===== src/rtl/excp_mtimer.sv =====
`default_nettype none
// ============================================================================
// Module   : excp_mtimer
// Brief    : Machine timer (shared 64-bit mtime, per-channel mtimecmp) and
//            software-interrupt (msip) unit behind a 32-bit req/rsp port.
//            Optional macro EXCP_MTIME_SNAP_EN: word-0 reads snapshot
//            mtime[63:32] so that a following word-1 read is carry-atomic.
// Revision : 1.0 - initial release
// ============================================================================
module excp_mtimer #(
    parameter int NUM_CH    = 2,
    parameter int ADDR_W    = 4,
    parameter int PRESC_DIV = 1
) (
    input  logic              clk,
    input  logic              rst,
    input  logic              req_valid,
    input  logic              req_wen,
    input  logic [ADDR_W-1:0] req_addr,
    input  logic [31:0]       req_wdata,
    output logic              rsp_valid,
    output logic [31:0]       rsp_rdata,
    output logic              rsp_err,
    output logic [NUM_CH-1:0] tmr_irq,
    output logic [NUM_CH-1:0] sft_irq
);

    // One extra address bit so the map size itself is representable.
    localparam logic [ADDR_W:0] c_num_regs     = (ADDR_W+1)'(4 + 2*NUM_CH);
    localparam logic [ADDR_W:0] c_addr_mtime_lo = (ADDR_W+1)'(0);
    localparam logic [ADDR_W:0] c_addr_mtime_hi = (ADDR_W+1)'(1);
    localparam logic [ADDR_W:0] c_addr_ctrl     = (ADDR_W+1)'(2);
    localparam logic [ADDR_W:0] c_addr_msip     = (ADDR_W+1)'(3);
    localparam logic [15:0]     c_presc_last    = 16'(PRESC_DIV - 1);

    logic [ADDR_W:0]   w_addr;
    logic              w_rd;
    logic              w_wr;
    logic              w_mapped;
    logic              w_wr_mtime_lo;
    logic              w_wr_mtime_hi;
    logic              w_wr_ctrl;
    logic              w_wr_msip;
    logic              w_tick;
    logic [31:0]       w_rdata;
    logic [31:0]       w_mtime_hi_rd;
    logic [63:0]       w_cmp [NUM_CH];

    logic [63:0]       r_mtime;
    logic [15:0]       r_presc_cnt;
    logic              r_cnt_en;
    logic [NUM_CH-1:0] r_msip;
    logic              r_rsp_valid;
    logic [31:0]       r_rsp_rdata;
    logic              r_rsp_err;

    assign w_addr        = {1'b0, req_addr};
    assign w_rd          = req_valid & ~req_wen;
    assign w_wr          = req_valid & req_wen;
    assign w_mapped      = (w_addr < c_num_regs);
    assign w_wr_mtime_lo = w_wr && (w_addr == c_addr_mtime_lo);
    assign w_wr_mtime_hi = w_wr && (w_addr == c_addr_mtime_hi);
    assign w_wr_ctrl     = w_wr && (w_addr == c_addr_ctrl);
    assign w_wr_msip     = w_wr && (w_addr == c_addr_msip);
    assign w_tick        = r_cnt_en && (r_presc_cnt == c_presc_last);

    always_ff @(posedge clk or posedge rst) begin
        if (rst) begin
            r_presc_cnt <= '0;
        end else if (r_cnt_en) begin
            r_presc_cnt <= w_tick ? 16'd0 : r_presc_cnt + 16'd1;
        end
    end

    // A software write to either half wins over a same-cycle tick; the low
    // word is written in isolation and never carries into the high word.
    always_ff @(posedge clk or posedge rst) begin
        if (rst) begin
            r_mtime <= '0;
        end else if (w_wr_mtime_lo) begin
            r_mtime[31:0] <= req_wdata;
        end else if (w_wr_mtime_hi) begin
            r_mtime[63:32] <= req_wdata;
        end else if (w_tick) begin
            r_mtime <= r_mtime + 64'd1;
        end
    end

    always_ff @(posedge clk or posedge rst) begin
        if (rst) begin
            r_cnt_en <= 1'b1;
            r_msip   <= '0;
        end else begin
            if (w_wr_ctrl) begin
                r_cnt_en <= req_wdata[0];
            end
            if (w_wr_msip) begin
                r_msip <= req_wdata[NUM_CH-1:0];
            end
        end
    end

    for (genvar k = 0; k < NUM_CH; k++) begin : g_ch
        localparam logic [ADDR_W:0] c_addr_cmp_lo = (ADDR_W+1)'(4 + 2*k);
        localparam logic [ADDR_W:0] c_addr_cmp_hi = (ADDR_W+1)'(5 + 2*k);

        logic [63:0] r_cmp;
        logic        r_irq;

        // Comparison is live against the current halves, so a half-written
        // compare value can briefly assert the interrupt.
        always_ff @(posedge clk or posedge rst) begin
            if (rst) begin
                r_cmp <= '1;
                r_irq <= 1'b0;
            end else begin
                if (w_wr && (w_addr == c_addr_cmp_lo)) begin
                    r_cmp[31:0] <= req_wdata;
                end
                if (w_wr && (w_addr == c_addr_cmp_hi)) begin
                    r_cmp[63:32] <= req_wdata;
                end
                r_irq <= (r_mtime >= r_cmp);
            end
        end

        assign w_cmp[k]   = r_cmp;
        assign tmr_irq[k] = r_irq;
    end

`ifdef EXCP_MTIME_SNAP_EN
    logic [31:0] r_snap_hi;

    always_ff @(posedge clk or posedge rst) begin
        if (rst) begin
            r_snap_hi <= '0;
        end else if (w_rd && (w_addr == c_addr_mtime_lo)) begin
            r_snap_hi <= r_mtime[63:32];
        end
    end

    assign w_mtime_hi_rd = r_snap_hi;
`else
    assign w_mtime_hi_rd = r_mtime[63:32];
`endif

    always_comb begin
        w_rdata = '0;
        if (w_addr == c_addr_mtime_lo) begin
            w_rdata = r_mtime[31:0];
        end else if (w_addr == c_addr_mtime_hi) begin
            w_rdata = w_mtime_hi_rd;
        end else if (w_addr == c_addr_ctrl) begin
            w_rdata = {31'd0, r_cnt_en};
        end else if (w_addr == c_addr_msip) begin
            w_rdata = 32'(r_msip);
        end
        for (int k = 0; k < NUM_CH; k++) begin
            if (w_addr == (ADDR_W+1)'(4 + 2*k)) begin
                w_rdata = w_cmp[k][31:0];
            end
            if (w_addr == (ADDR_W+1)'(5 + 2*k)) begin
                w_rdata = w_cmp[k][63:32];
            end
        end
    end

    // Read data is captured at the accepting edge, i.e. before any
    // same-edge tick or write lands.
    always_ff @(posedge clk or posedge rst) begin
        if (rst) begin
            r_rsp_valid <= 1'b0;
            r_rsp_rdata <= '0;
            r_rsp_err   <= 1'b0;
        end else begin
            r_rsp_valid <= req_valid;
            r_rsp_err   <= req_valid && !w_mapped;
            r_rsp_rdata <= (w_rd && w_mapped) ? w_rdata : 32'd0;
        end
    end

    assign rsp_valid = r_rsp_valid;
    assign rsp_rdata = r_rsp_rdata;
    assign rsp_err   = r_rsp_err;
    assign sft_irq   = r_msip;

endmodule
`default_nettype wire


===== config.mk =====
export PLATFORM = sky130hd
export DESIGN_NAME = excp_mtimer
export DESIGN_NICKNAME = d
export VERILOG_FILES = /design/src/rtl/excp_mtimer.sv
export SDC_FILE = /design/constraint.sdc
export NUM_CORES = 1
export LEC_CHECK = 0
export CAP_MARGIN = 10
export CORE_ASPECT_RATIO = 2
export CORE_UTILIZATION = 40
export DETAILED_ROUTE_END_ITERATION = 8
export GPL_TIMING_DRIVEN = 0
export HOLD_SLACK_MARGIN = 0.15
export PLACE_DENSITY = 0.56
export SLEW_MARGIN = 20
export SYNTH_ARGS = -nofsm -noshare
export SYNTH_HDL_FRONTEND = slang
export SYNTH_SLANG_ARGS = --single-unit

===== constraint.sdc =====
create_clock -name clk -period 11.45 [get_ports clk]
set_input_delay 3.435 -clock clk [delete_from_list [all_inputs] [get_ports clk]]
set_output_delay 3.435 -clock clk [all_outputs]
set_load 0.05 [all_outputs]

Word-level counts from Yosys, hierarchy flattened
Cells that the tools add are included.
{ "totals": {"regBits": 247, "output_inout_bits": 38, "wordCells": 63} }
{ "classes": {"add_sub_neg": 2, "magnitude_cmp": 3, "eq_ne": 8, "n_mux": 14, "bitwise_logic": 4, "n_reduce_logical": 18} }
{ "ops": {"columns": ["op", "n"], "rows": [
  ["$mux W32", 10],
  ["$ge A64 B64 Y1", 2],
  ["$add A64 B1 Y64 const B", 1],
  ["$mux W64", 1],
  ["$add A16 B1 Y16 const B", 1],
  ["$eq A4 B3 Y1 const B", 4],
  ["$logic_not A16 Y1", 1],
  ["$mux W16", 1],
  ["$logic_and A1 B1 Y1", 11],
  ["$eq A4 B2 Y1 const B", 2],
  ["$logic_not A5 Y1", 1],
  ["$eq A4 B1 Y1 const B", 1],
  ["$lt A4 B4 Y1 const B", 1],
  ["$mux W2", 2],
  ["$reduce_and A2 Y1", 2],
  ["$reduce_bool A2 Y1", 2],
  ["$and A1 B1 Y1", 2],
  ["$ne A2 B2 Y1 const B", 1],
  ["$not A1 Y1", 2],
  ["$logic_not A1 Y1", 1]
]} }

Logic depth before layout (Yosys ltp)
{ "depth": {"word_depth": 10, "depth_mapped": 9} }

Least setup slack after synthesis
Ideal clock, no wire load.
{ "synth_path": {"path_kind": "input -> register", "startpoint": "in req_addr[3]", "endpoint": "reg r_mtime[19]", "setup_ps": 137, "arrival_ps": 4924, "required_time_ps": 11313, "setup_slack_ps": 6388, "cell_stages": 8, "path_buffers": 3, "path_cell_list": "buf_2 and4bb_2 and2_1 clkbuf_1 o21ai_1 clkbuf_1 nor2_1 a2bb2oi_1"} }
{ "synth_between": {"elab_chain_cells": 4} }
{ "synth_rtl": {"columns": ["element", "line_no", "text"], "rows": [
  ["from (decl)", "19", "input logic [ADDR_W-1:0] req_addr,"],
  ["$eq A4 B1 Y1 / $logic_not A5 Y1 (equally long branches)", "62, 61", null],
  ["$logic_and A1 B1 Y1 (on tied branches)", "62, 61", null],
  ["$ne A2 B2 Y1 (no line) / $reduce_bool A2 Y1 (equally long branches)", null, null],
  ["$reduce_and A2 Y1 (no line)", null, null],
  ["to (signal assigned)", "81", "r_mtime[31:0] <= req_wdata;"],
  ["to (signal assigned)", "85", "r_mtime <= r_mtime + 64'd1;"],
  ["to (decl)", "49", "logic [63:0] r_mtime;"]
]} }
Parallel ways exist; a longest one is shown, timed or not.
A chain may end at the register's enable or synchronous reset.

Worst setup path after layout
{ "layout_path": {"startpoint": "in req_addr[1]", "endpoint": "reg r_mtime[19]"} }
Same word-level chain as after synthesis.

==> results.json <==
{
  "r2r_cells": 7,
  "final_cell_mix": "nand2_1 (221), o21ai_0 (190), inv_1 (141), ha_1 (131), dfstp_2 (129)",
  "cts_root_buf": "clkbuf_16",
  "dieArea_um2": 38200,
  "r2r-start": "r_cnt_en$_DFFE_PP1P_",
  "die_w_um": 139,
  "setup.worst_path.end_class": "flop",
  "async_flop_share_pct": 100,
  "first_pass_iters": 8,
  "cts_max_level": 1,
  "numCtsBuffers": 25,
  "status": "complete, but fails checks",
  "num_antenna_cells": 0,
  "drt_wl_total_um": 61400,
  "grt_pass1_vias": 13900,
  "arrival_ps": 6630,
  "cts_buffer_depth": 3,
  "start_kind": "input pin",
  "antenna_found_initial": 0,
  "fin_crit_sh_pct": 54.3,
  "worstPathRequired_ps": 11870,
  "max_stage_delay_ps": 740,
  "combinationalPowerShare_pct": 28.4,
  "hpwl_um": 45900,
  "drtIter0Drc": 1163,
  "cpLargestDelayFamily": "buffers and inverters",
  "r2r_end": "r_mtime[36]$_DFFE_PP0P_",
  "pin_count": 78,
  "ys_seq_elements": 247,
  "grt_pass1_wl_um": 90000,
  "yosys-top-cells-area": "dfstp_2 (23%), dfrtp_1 (20%), ha_1 (11%)",
  "worstPathMaxFanout": 10,
  "avgSynthCellArea_um2": 8.95,
  "p_total_mw": 3.00,
  "crit_slowest_cell": "o21ai_1",
  "seqPwrFrac_pct": 43.5,
  "synth_top_area_share_pct": 22.7,
  "antenna_left": 0,
  "core_area_um2": 36700,
  "path_common_cell": "clkbuf_1",
  "synth.yosys.seq_area_share_pct": 42.5,
  "clkLatencyLatePin_ps": 590,
  "final_common_cell": "nand2_1",
  "synth_area_um2": 14900,
  "cp_num_buf_inv": 4,
  "cts_resized": 0,
  "utilization_pct": 46.8,
  "critical_path_class": "input pin to flop",
  "min_path_type": "flop to flop",
  "relSlewSlack_pct": 19.6,
  "avgViaCountPerCell": 6.21,
  "skew_ps": 24.0,
  "grt_max_degree": 100,
  "final_hold_viol_count": 0,
  "ir_drop_mv": 0.110,
  "yosysTopAreaCell": "dfstp_2",
  "power_density_nw_per_um2": 174,
  "path_cells": "clkdlybuf4s50_1 > clkbuf_1 > nor2_1 > and2_1 > clkbuf_1 > o21ai_1 > clkbuf_1 > nor2_1 > a2bb2oi_1",
  "fmax_mhz": 161,
  "die_h_um": 275,
  "path_clk_slew_ps": 60,
  "via_count": 13900,
  "post-cts-setup-buffers": 0,
  "p_sw_mw": 1.11,
  "rsz0062_at_grt": "no",
  "synth_edf_count": 0,
  "setup_viol": 0,
  "crit_path_end": "r_mtime[19]$_DFFE_PP0P_",
  "cts.sinks": 247,
  "p_int_mw": 1.88,
  "drc_errors": 2,
  "gp_congestion": 0.958,
  "violations": "design-rule violations",
  "tightest_slew_ps": 1210,
  "p_leak_nw": 7.33,
  "cts_tree": "yes",
  "finalCriticalPeriod_ps": 6210,
  "critPathLaunch": "req_addr[1]",
  "grt_use_total_pct": 32.4,
  "syn_inst": 1668,
  "synth_nets": 1839,
  "r2r_slack_ps": 8190,
  "pwr-share-clk_pct": 28.2,
  "fin_nets": 1946,
  "ys.flop_type": "dfstp_2",
  "synth.distinct_cells": 72,
  "yosys_warnings": 0,
  "cts_hold_buf": 0,
  "num_rows": 99,
  "drive_gt1_share_pct": 12.6,
  "cap_violations": 0,
  "numPortBuffers": 75,
  "wl_per_cell_um": 27.3,
  "grt.overflow.total": 0,
  "syn2layout_area_growth_pct": 15.0,
  "path_depth": 9,
  "start_util_pct": 40.7,
  "maxSlewViolCount": 0,
  "swShare_pct": 37.2
}
through the flow:
step	worst slack (ps)	hold slack, ps	cell area [um2]	instances	TNS [ps]
final	5240	493	17200	2248	0
after floorplan	1440	447	14900	1668	0
after detailed placement	4800	489	16400	2202	0
after global routing	5100	518	17200	2248	0
after CTS	5350	500	17200	2248	0
after global placement	-2270	482	16300	2197	-264200
logic make-up (layout without fill, tap and decap cells):
kind of cell	after synthesis	count (layout)	share of synthesized area [%]
DFF	247	247	42.5
buffers and inverters	241	367	6.38
muxes	6	6	0.528
and+or+nand+nor	457	457	14.9
AOI/OAI and AO/OA	572	572	23.9
adders and majority gates	131	131	11.0
xor gates and xnor gates	14	14	0.821
how the worst min path moves through the flow:
stage,slack (ps),cells after the start,startpoint,to
floorplan,450,1,r_presc_cnt[15]$_DFFE_PP0P_,r_presc_cnt[15]$_DFFE_PP0P_
global placement,480,1,r_presc_cnt[3]$_DFFE_PP0P_,r_presc_cnt[3]$_DFFE_PP0P_
detailed placement,490,1,r_presc_cnt[15]$_DFFE_PP0P_,r_presc_cnt[15]$_DFFE_PP0P_
CTS,500,1,r_presc_cnt[15]$_DFFE_PP0P_,r_presc_cnt[15]$_DFFE_PP0P_
global route,520,1,r_presc_cnt[15]$_DFFE_PP0P_,r_presc_cnt[15]$_DFFE_PP0P_
finish,490,1,r_presc_cnt[15]$_DFFE_PP0P_,r_presc_cnt[15]$_DFFE_PP0P_
per-layer routing:
layer / global-route usage (%) / up-vias / share of wire, %
met5: 0 / - / 0
met4: 27.3 / 0 / 9.6
met3: 4.27 / 234 / 5.1
met2: 59.4 / 624 / 51
met1: 32.7 / 6805 / 34
li1: - / 6286 / -
cell usage after synthesis, drive strengths merged (4+ instances only):
| cell type | n |
|---|---|
| nand3 | 38 |
| a22oi | 93 |
| and2 | 9 |
| a21o | 22 |
| xor2 | 5 |
| and4 | 17 |
| nand4 | 51 |
| inv | 142 |
| a211oi | 8 |
| nor4 | 9 |
| buf | 27 |
| xnor2 | 9 |
| dfrtp | 118 |
| o21ai | 192 |
| a2bb2oi | 16 |
| nor3 | 17 |
| o22a | 17 |
| ha | 131 |
| o22ai | 26 |
| o21a | 4 |
| clkbuf | 72 |
| a41o | 4 |
| nand2 | 221 |
| and3 | 15 |
| a31oi | 43 |
| mux2 | 5 |
| a21oi | 109 |
| nor2 | 58 |
| a22o | 5 |
| dfstp | 129 |
| nand2b | 6 |
worst reg2reg max path: cells and delay by family (launching register included):
| family | cells | cell delay (ps) |
|---|---|---|
| AND/OR/NAND/NOR | 3 | 1120 |
| flip-flops | 1 | 510 |
| AO/OA/AOI/OAI | 2 | 820 |
| buffers and inverters | 2 | 760 |
state kept, by name, indices dropped and copies added, names as in the netlist:
| register | count |
|---|---|
| sft_irq | 2 |
| rsp_err | 1 |
| r_presc_cnt | 16 |
| r_mtime | 64 |
| rsp_rdata | 32 |
| g_ch.r_cmp | 128 |
| r_cnt_en | 1 |
| rsp_valid | 1 |
| g_ch.r_irq | 2 |
final cells by class:
| cell class | instances | area (um2) |
|---|---|---|
| Inverter | 142 | 541 |
| Timing Repair Buffer | 80 | 832 |
| Sequential cell | 247 | 6340 |
| Buffer | 99 | 423 |
| Clock inverter | 8 | 68.8 |
| Multi-Input combinational cell | 1180 | 7670 |
| Tap cell | 454 | 568 |
| Clock buffer | 38 | 724 |
| Fill cell | 3566 | 19500 |
power groups by stage:
| stage | clock network, mW | registers (mW) | logic [mW] |
|---|---|---|---|
| after floorplan | 0 | 1.25 | 0.536 |
| after global placement | 0 | 1.30 | 0.814 |
| after detailed placement | 0 | 1.31 | 0.833 |
| after CTS | 0.845 | 1.30 | 0.841 |
| after global routing | 0.890 | 1.32 | 0.945 |
| final | 0.844 | 1.30 | 0.850 |
Note: power is estimated with default switching activity, not from simulation.
